## src/rtl/fb_pkg.sv

```systemverilog
// Shared definitions for the frame-buffer write scheduler.
//   FB_WIDTH / FB_HEIGHT : default frame buffer geometry (width is a power of two)
//   FB_ADDR_W            : linear address width for the default geometry
//   FB_PIX_W             : RGB444 pixel width
//   fb_state_t           : scheduler states
//   fb_req_t             : requester index into the 2-bit request/grant vectors
package fb_pkg;

  localparam int FB_WIDTH  = 512;
  localparam int FB_HEIGHT = 384;
  localparam int FB_ADDR_W = $clog2(FB_WIDTH * FB_HEIGHT);
  localparam int FB_PIX_W  = 12;

  typedef enum logic [1:0] {
    IDLE  = 2'd0,
    CLEAR = 2'd1,
    RUN   = 2'd2
  } fb_state_t;

  typedef enum logic {
    REQ_BLK = 1'b0,
    REQ_HUD = 1'b1
  } fb_req_t;

endpackage

```

## src/rtl/fb_write_scheduler_rr_arbiter2.sv

```systemverilog
// Two-requester round-robin arbiter with a registered priority pointer.
//   clk_in, rst_in : clock and synchronous active-high reset
//   en_in          : arbitration enable; no grants and no pointer movement when low
//   req_in[1:0]    : requests, indexed by fb_req_t
//   gnt_out[1:0]   : one-hot (or zero) combinational grant
// After reset the block renderer is favoured. The pointer only moves on
// contested cycles, so a lone requester never steals the other's next turn.
module rr_arbiter2
  import fb_pkg::*;
(
  input  logic       clk_in,
  input  logic       rst_in,
  input  logic       en_in,
  input  logic [1:0] req_in,
  output logic [1:0] gnt_out
);

  logic prio_hud_q;
  logic contested;

  assign contested = en_in && req_in[REQ_BLK] && req_in[REQ_HUD];

  always_comb begin
    gnt_out = '0;
    if (contested) begin
      if (prio_hud_q) gnt_out[REQ_HUD] = 1'b1;
      else            gnt_out[REQ_BLK] = 1'b1;
    end else if (en_in) begin
      gnt_out = req_in;
    end
  end

  // The winner of a contested cycle always loses the next one, so a toggle suffices.
  always_ff @(posedge clk_in) begin
    if (rst_in)         prio_hud_q <= 1'b0;
    else if (contested) prio_hud_q <= ~prio_hud_q;
  end

endmodule

```

## src/rtl/fb_write_scheduler.sv

```systemverilog
// Frame buffer port-B write scheduler: optional clear sweep per frame, then
// round-robin arbitration between the block renderer and the HUD writer.
// Optional build macro: FB_HUD_TRANSPARENT_EN -- HUD pixels equal to zero are
// accepted but neither written nor counted as drops.
//   clk_in, rst_in             : clock, synchronous active-high reset
//   frame_start_in, clear_en_in: frame pulse and clear-sweep request
//   blk_* / hud_*              : valid/ready pixel streams with (x, y, colour)
//   fb_addr_out/data/we        : registered BRAM port-B write interface
//   busy_out                   : high on cycles carrying clear-sweep writes
//   clear_done_out             : one-cycle pulse after the last clear write
//   drop_count_out             : saturating count of out-of-range pixels
//
// state | meaning
// IDLE  | waiting for the first frame_start
// CLEAR | sweeping CLEAR_COLOR over every address, one per cycle
// RUN   | arbitrating pixel writers
module fb_write_scheduler
  import fb_pkg::*;
#(
  parameter int                 WIDTH       = FB_WIDTH,
  parameter int                 HEIGHT      = FB_HEIGHT,
  parameter int                 PIX_W       = FB_PIX_W,
  parameter logic [PIX_W-1:0]   CLEAR_COLOR = '0
) (
  input  logic                              clk_in,
  input  logic                              rst_in,
  input  logic                              frame_start_in,
  input  logic                              clear_en_in,
  input  logic                              blk_valid_in,
  input  logic [10:0]                       blk_x_in,
  input  logic [9:0]                        blk_y_in,
  input  logic [PIX_W-1:0]                  blk_pixel_in,
  output logic                              blk_ready_out,
  input  logic                              hud_valid_in,
  input  logic [10:0]                       hud_x_in,
  input  logic [9:0]                        hud_y_in,
  input  logic [PIX_W-1:0]                  hud_pixel_in,
  output logic                              hud_ready_out,
  output logic [$clog2(WIDTH*HEIGHT)-1:0]   fb_addr_out,
  output logic [PIX_W-1:0]                  fb_data_out,
  output logic                              fb_we_out,
  output logic                              busy_out,
  output logic                              clear_done_out,
  output logic [15:0]                       drop_count_out
);

  localparam int                ADDR_W    = $clog2(WIDTH * HEIGHT);
  localparam int                XW        = $clog2(WIDTH);
  localparam logic [ADDR_W-1:0] LAST_ADDR = ADDR_W'(WIDTH * HEIGHT - 1);

  fb_state_t         state_q, state_d;
  logic [ADDR_W-1:0] clr_cnt_q, clr_cnt_d;
  logic              done_d, done_pend_q;
  logic              arb_en;
  logic [1:0]        req, gnt;

  logic              acc_valid, acc_hud;
  logic [10:0]       acc_x;
  logic [9:0]        acc_y;
  logic [PIX_W-1:0]  acc_pix;
  logic              in_range, transparent, do_write, do_drop;
  logic [ADDR_W-1:0] addr_calc;

  always_comb begin
    state_d   = state_q;
    clr_cnt_d = clr_cnt_q;
    done_d    = 1'b0;
    arb_en    = 1'b0;
    case (state_q)
      IDLE: begin
        if (frame_start_in) begin
          clr_cnt_d = '0;
          state_d   = clear_en_in ? CLEAR : RUN;
        end
      end
      CLEAR: begin
        // A new frame restarts the sweep regardless of clear_en_in.
        if (frame_start_in) begin
          clr_cnt_d = '0;
        end else if (clr_cnt_q == LAST_ADDR) begin
          clr_cnt_d = '0;
          done_d    = 1'b1;
          state_d   = RUN;
        end else begin
          clr_cnt_d = clr_cnt_q + 1'b1;
        end
      end
      RUN: begin
        arb_en = 1'b1;
        if (frame_start_in && clear_en_in) begin
          clr_cnt_d = '0;
          state_d   = CLEAR;
        end
      end
      default: state_d = IDLE;
    endcase
  end

  always_ff @(posedge clk_in) begin
    if (rst_in) begin
      state_q   <= IDLE;
      clr_cnt_q <= '0;
    end else begin
      state_q   <= state_d;
      clr_cnt_q <= clr_cnt_d;
    end
  end

  assign req = {hud_valid_in, blk_valid_in};

  rr_arbiter2 u_arb (
    .clk_in  (clk_in),
    .rst_in  (rst_in),
    .en_in   (arb_en),
    .req_in  (req),
    .gnt_out (gnt)
  );

  assign blk_ready_out = gnt[REQ_BLK];
  assign hud_ready_out = gnt[REQ_HUD];

  assign acc_valid = |gnt;
  assign acc_hud   = gnt[REQ_HUD];
  assign acc_x     = acc_hud ? hud_x_in     : blk_x_in;
  assign acc_y     = acc_hud ? hud_y_in     : blk_y_in;
  assign acc_pix   = acc_hud ? hud_pixel_in : blk_pixel_in;

  assign in_range  = (32'(acc_x) < WIDTH) && (32'(acc_y) < HEIGHT);
  assign addr_calc = (ADDR_W'(acc_y) << XW) + ADDR_W'(acc_x);

`ifdef FB_HUD_TRANSPARENT_EN
  assign transparent = acc_hud && (acc_pix == '0);
`else
  assign transparent = 1'b0;
`endif

  // Transparent pixels are neither written nor counted, even when out of range.
  assign do_write = acc_valid && in_range && !transparent;
  assign do_drop  = acc_valid && !in_range && !transparent;

  // All write-side outputs are registered so clear writes and pixel writes share
  // the same one-cycle latency; busy_out is aligned with the clear writes it covers.
  always_ff @(posedge clk_in) begin
    if (rst_in) begin
      fb_we_out      <= 1'b0;
      fb_addr_out    <= '0;
      fb_data_out    <= '0;
      busy_out       <= 1'b0;
      done_pend_q    <= 1'b0;
      clear_done_out <= 1'b0;
      drop_count_out <= '0;
    end else begin
      busy_out       <= (state_q == CLEAR);
      done_pend_q    <= done_d;
      clear_done_out <= done_pend_q;
      if (state_q == CLEAR) begin
        fb_we_out   <= 1'b1;
        fb_addr_out <= clr_cnt_q;
        fb_data_out <= CLEAR_COLOR;
      end else if (do_write) begin
        fb_we_out   <= 1'b1;
        fb_addr_out <= addr_calc;
        fb_data_out <= acc_pix;
      end else begin
        fb_we_out   <= 1'b0;
      end
      if (do_drop && drop_count_out != 16'hFFFF)
        drop_count_out <= drop_count_out + 16'd1;
    end
  end

endmodule

```

## config.mk

```make
export PLATFORM = sky130hd
export DESIGN_NAME = fb_write_scheduler
export DESIGN_NICKNAME = d
export VERILOG_FILES = /design/src/rtl/fb_pkg.sv /design/src/rtl/fb_write_scheduler_rr_arbiter2.sv /design/src/rtl/fb_write_scheduler.sv
export SDC_FILE = /design/constraint.sdc
export NUM_CORES = 1
export LEC_CHECK = 0
export CORE_MARGIN = 5
export CORE_UTILIZATION = 46
export DETAILED_ROUTE_END_ITERATION = 10
export PLACE_DENSITY = 0.8
export SLEW_MARGIN = 20
export SYNTH_ARGS = -nofsm -noshare
export SYNTH_HDL_FRONTEND = slang
export SYNTH_SLANG_ARGS = --single-unit
```

## constraint.sdc

```tcl
create_clock -name clk_in -period 3.9 [get_ports clk_in]
set_clock_uncertainty 0.1 [all_clocks]
set_input_delay 0.78 -clock clk_in [delete_from_list [all_inputs] [get_ports clk_in]]
set_output_delay 0.78 -clock clk_in [all_outputs]
set_load 0.005 [all_outputs]
```

==> metrics.md <==
| Metric | Value |
|---|---|
| Synth Area per Inst | between 8 and 9 sq um |
| Post_cts resized | 0 |
| Crit path from | blk_valid_in |
| Grt total ovfl | 0 |
| WHS Path Cells | 1 |
| CP Capture Type | register |
| Die Height | roughly 100 microns |
| Global-route wire length before repair | 17.7 mm |
| Psw | roughly 370 uW |
| Routed WL per cell | around 16 microns |
| CTS Hold Buffers Added | 0 |
| Share of cells above drive strength 1 | 0.0724 |
| N_diodes | 0 |
| Area growth syn-to-layout | 39.0% |
| Combinational power share | 0.149 |
| Die ar. | about 0.010 sq mm |
| Synth Instances | roughly 460 |
| Fin nets | 652 |
| Final Cell Area | about 0.0052 sq mm |
| Die X | about 100 microns |
| Largest net degree at the start of global routing | 37 |
| Fin crit period | approximately 3.3 ns |
| CTS tree | yes |
| Core ar. | 0.00809 sq mm |
| Post-CTS Setup Inserts | 0 |
| DR pass1 iterations | 5 |
| Num rows | 33 |
| Worst Tran Pin Value | ~0.83 ns |
| Slew Limit Fails | 0 |
| Internal power | 1.08 mW |
| WP data required | 4.07 ns |
| Reg2reg end | fb_addr_out[13] |
| HPWL Detailed | ~8.2 mm |
| Switching part of the total | 0.256 |
| Drt initial violations | 198 |
| Post-route ant nets | 0 |
| Fmax | between 0.3 and 0.4 GHz |
| Status | finished clean |
| Post-route setup slack | 0.630 ns |
| Syn Std Cell Area | 0.00375 sq mm |
| Leakage power figure | roughly 1.8 nW |
| Placed inst area | roughly 0.0051 sq mm |
| Setup crit start kind | input pin |
| Crit path kind | input pin to register |
| YS warnings | 0 |
| Clock transition at path regs | 0.07 ns |
| Clk network pwr share | 0.339 |
| Grt met1 use | 0.270 |
| Clock Path Buffers | 2 |
| CP endpoint | fb_addr_out[13] |
| GRT Util Overall | 0.215 |
| Total wire length | 11.0 mm |
| Number of top-level pins | 123 |
| Post-layout util | 0.644 |
| Clock Latency Late Sink | 0.34 ns |
| CTS buffer count | 9 |
| Met2 usage | 0.376 |
| Final TNS setup | 0 ns |
| Avg Vias per Cell | 5.67 |
| Met3 Use GR | 0.0410 |
| Vias in the first global route | roughly 3700 |
| Final setup viols | 0 |
| Max Cap Violations | 0 |
| Syn Nets | about 540 |
| Crit-path max FO | 17 |
| Final period util | 0.838 |
| RD Place Congestion | 0.910 |
| Busiest grt layer | met2 |
| Register area share after synthesis | 0.379 |
| PortBufs | 122 |
| Sequential share of power | 0.512 |
| Most used DFF post-synth | dfxtp_1 |
| Starting Density | 0.464 |
| Residual DRC | 0 |
| Worst vdd ir | between 0.2 and 0.25 mV |
| Clock root cell | clkbuf_8 |
| WP data arrival | roughly 3.4 ns |
| Place WS | approximately 0.30 ns |
| Post-synth EDFFs | 0 |
| R2r setup slk | approximately 0.64 ns |
| Worst r2r src | state_q[1] |
| Pwr per Cell Area | roughly 280 mW/mm^2 |
| Synth Register Bits | between 70 and 80 |
| Initial antenna violation count | 0 |
| Asr flop ratio synth | 0 |
| RSZ-0062 raised after global routing | false |
| Reg2reg path depth | 13 |
| Clock sink total | 71 |
| H-Tree Depth | 3 |
| Normalized max-slew margin | 0.431 |
| Hold Path Class | register to register |
| PnR Total Power | around 1.4 mW |
| Via count | between 3000 and 4000 |
| Hold Vio Cnt, Final | 0 |
| Yosys cell types | 49 |
[cells in the final DEF, fill, tap and decap left out, types with 3 or more instances in the layout]
cell               n
clkdlybuf4s50_1  122
dfxtp_1           71
nand2_1           64
nor2_1            46
nand3_1           29
a21oi_1           28
xnor2_1           17
inv_1             14
a311oi_1          13
mux2_2            12
nand4_1           11
o31ai_1           10
a22oi_1           10
buf_4             10
nor4_1             9
xor2_1             9
or4_1              9
clkbuf_8           9
nor2b_1            7
or3_1              6
o21ai_0            6
o221ai_1           6
mux2i_1            6
a31oi_1            4
ha_1               4
nand2b_1           3
and4_1             3
and3_1             3
nor3_1             3
nor3b_1            3
clkinv_2           3
clkbuf_1           3
[area by class of cell]
cell class                      instances  area (sq um)
Clock buffer                           12           135
Inverter                               14          52.6
Sequential cell                        71          1420
Tap cell                              105           131
Clock inverter                          4          22.5
Timing Repair Buffer                  132          1300
Multi-Input combinational cell        347          2160
Fill cell                             729          2880
[power by group through the flow]
stage,Sequential (mW),Clock [mW],Combinational [mW]
CTS,0.741,0.500,0.216
global route,0.742,0.533,0.234
finish,0.741,0.490,0.216
global placement,0.758,0,0.211
floorplan,0.755,0,0.102
detailed placement,0.758,0,0.215
[how the worst min path moves through the flow]
stage / slack [ns] / start / end
3_5_place_dp: 0.34 / done_pend_q / clear_done_out
6_report: 0.35 / done_pend_q / clear_done_out
3_3_place_gp: 0.34 / done_pend_q / clear_done_out
4_1_cts: 0.36 / done_pend_q / clear_done_out
5_1_grt: 0.38 / done_pend_q / clear_done_out
2_1_floorplan: 0.31 / done_pend_q / clear_done_out
[routing by layer]
metal	wire length (microns)	vias up	share of wire
met3	636	17	0.058
li1	-	1906	-
met1	4500	1851	0.41
met5	0	-	0
met4	157	0	0.014
met2	5720	110	0.52
[flip-flops by register name (all words and copies together), names as in the netlist]
name / cells
clr_cnt_q: 18
fb_data_out: 12
drop_count_out: 16
fb_we_out: 1
fb_addr_out: 18
busy_out: 1
clear_done_out: 1
u_arb.prio_hud_q: 1
done_pend_q: 1
state_q: 2
[cell usage after synthesis (3+ instances only)]
master    instances  area share
nor3_1            3      0.0040
or3_1             6       0.010
nand3_1          29       0.039
inv_1            14       0.014
mux2_2           12       0.036
ha_1              4       0.013
nand4_1          11       0.018
nor2_1           46       0.046
or4_1             9       0.018
xor2_1            9       0.021
o21ai_0           6      0.0080
nand2_1          64       0.064
a311oi_1         13       0.030
nor4_1            9       0.015
buf_2             9       0.012
a21oi_1          28       0.037
clkbuf_1         20       0.020
a22oi_1          10       0.020
nor3b_1           3      0.0060
dfxtp_1          71        0.38
o31ai_1          10       0.020
mux2i_1           6       0.016
xnor2_1          17       0.040
and4_1            3      0.0070
nor2b_1           8       0.013
nand2b_1          3      0.0050
and3_1            3      0.0050
o221ai_1          6       0.014
a31oi_1           4      0.0067
[cells by family (layout without fill, tap and decap cells)]
| logic type | count (synthesis) | count (layout) | synth area share |
|---|---|---|---|
| buf+inv | 44 | 162 | 0.0470 |
| flops | 71 | 71 | 0.379 |
| compound gates | 96 | 96 | 0.182 |
| mux | 18 | 18 | 0.0520 |
| simple gates | 202 | 202 | 0.261 |
| xor+xnor | 26 | 26 | 0.0607 |
| fa+ha+maj | 5 | 5 | 0.0187 |
[metrics by stage]
step,instances,hold WS (ns)
2_1_floorplan,462,0.314
3_3_place_gp,669,0.335
3_5_place_dp,669,0.342
4_1_cts,685,0.362
5_1_grt,685,0.377
6_report,685,0.354
[worst max-delay path, cell delays in order]
cell	delay, ns
clkdlybuf4s50_1	0.46
nand2b_1	0.18
nand3_1	0.16
inv_1	0.16
buf_4	0.25
nand2_1	0.08
nand2_1	0.09
inv_1	0.06
fa_1	0.50
nand3b_1	0.22
xor2_1	0.16
nand2_1	0.07
o211ai_1	0.08
a31oi_1	0.18
(Power assumes the default switching activity.)
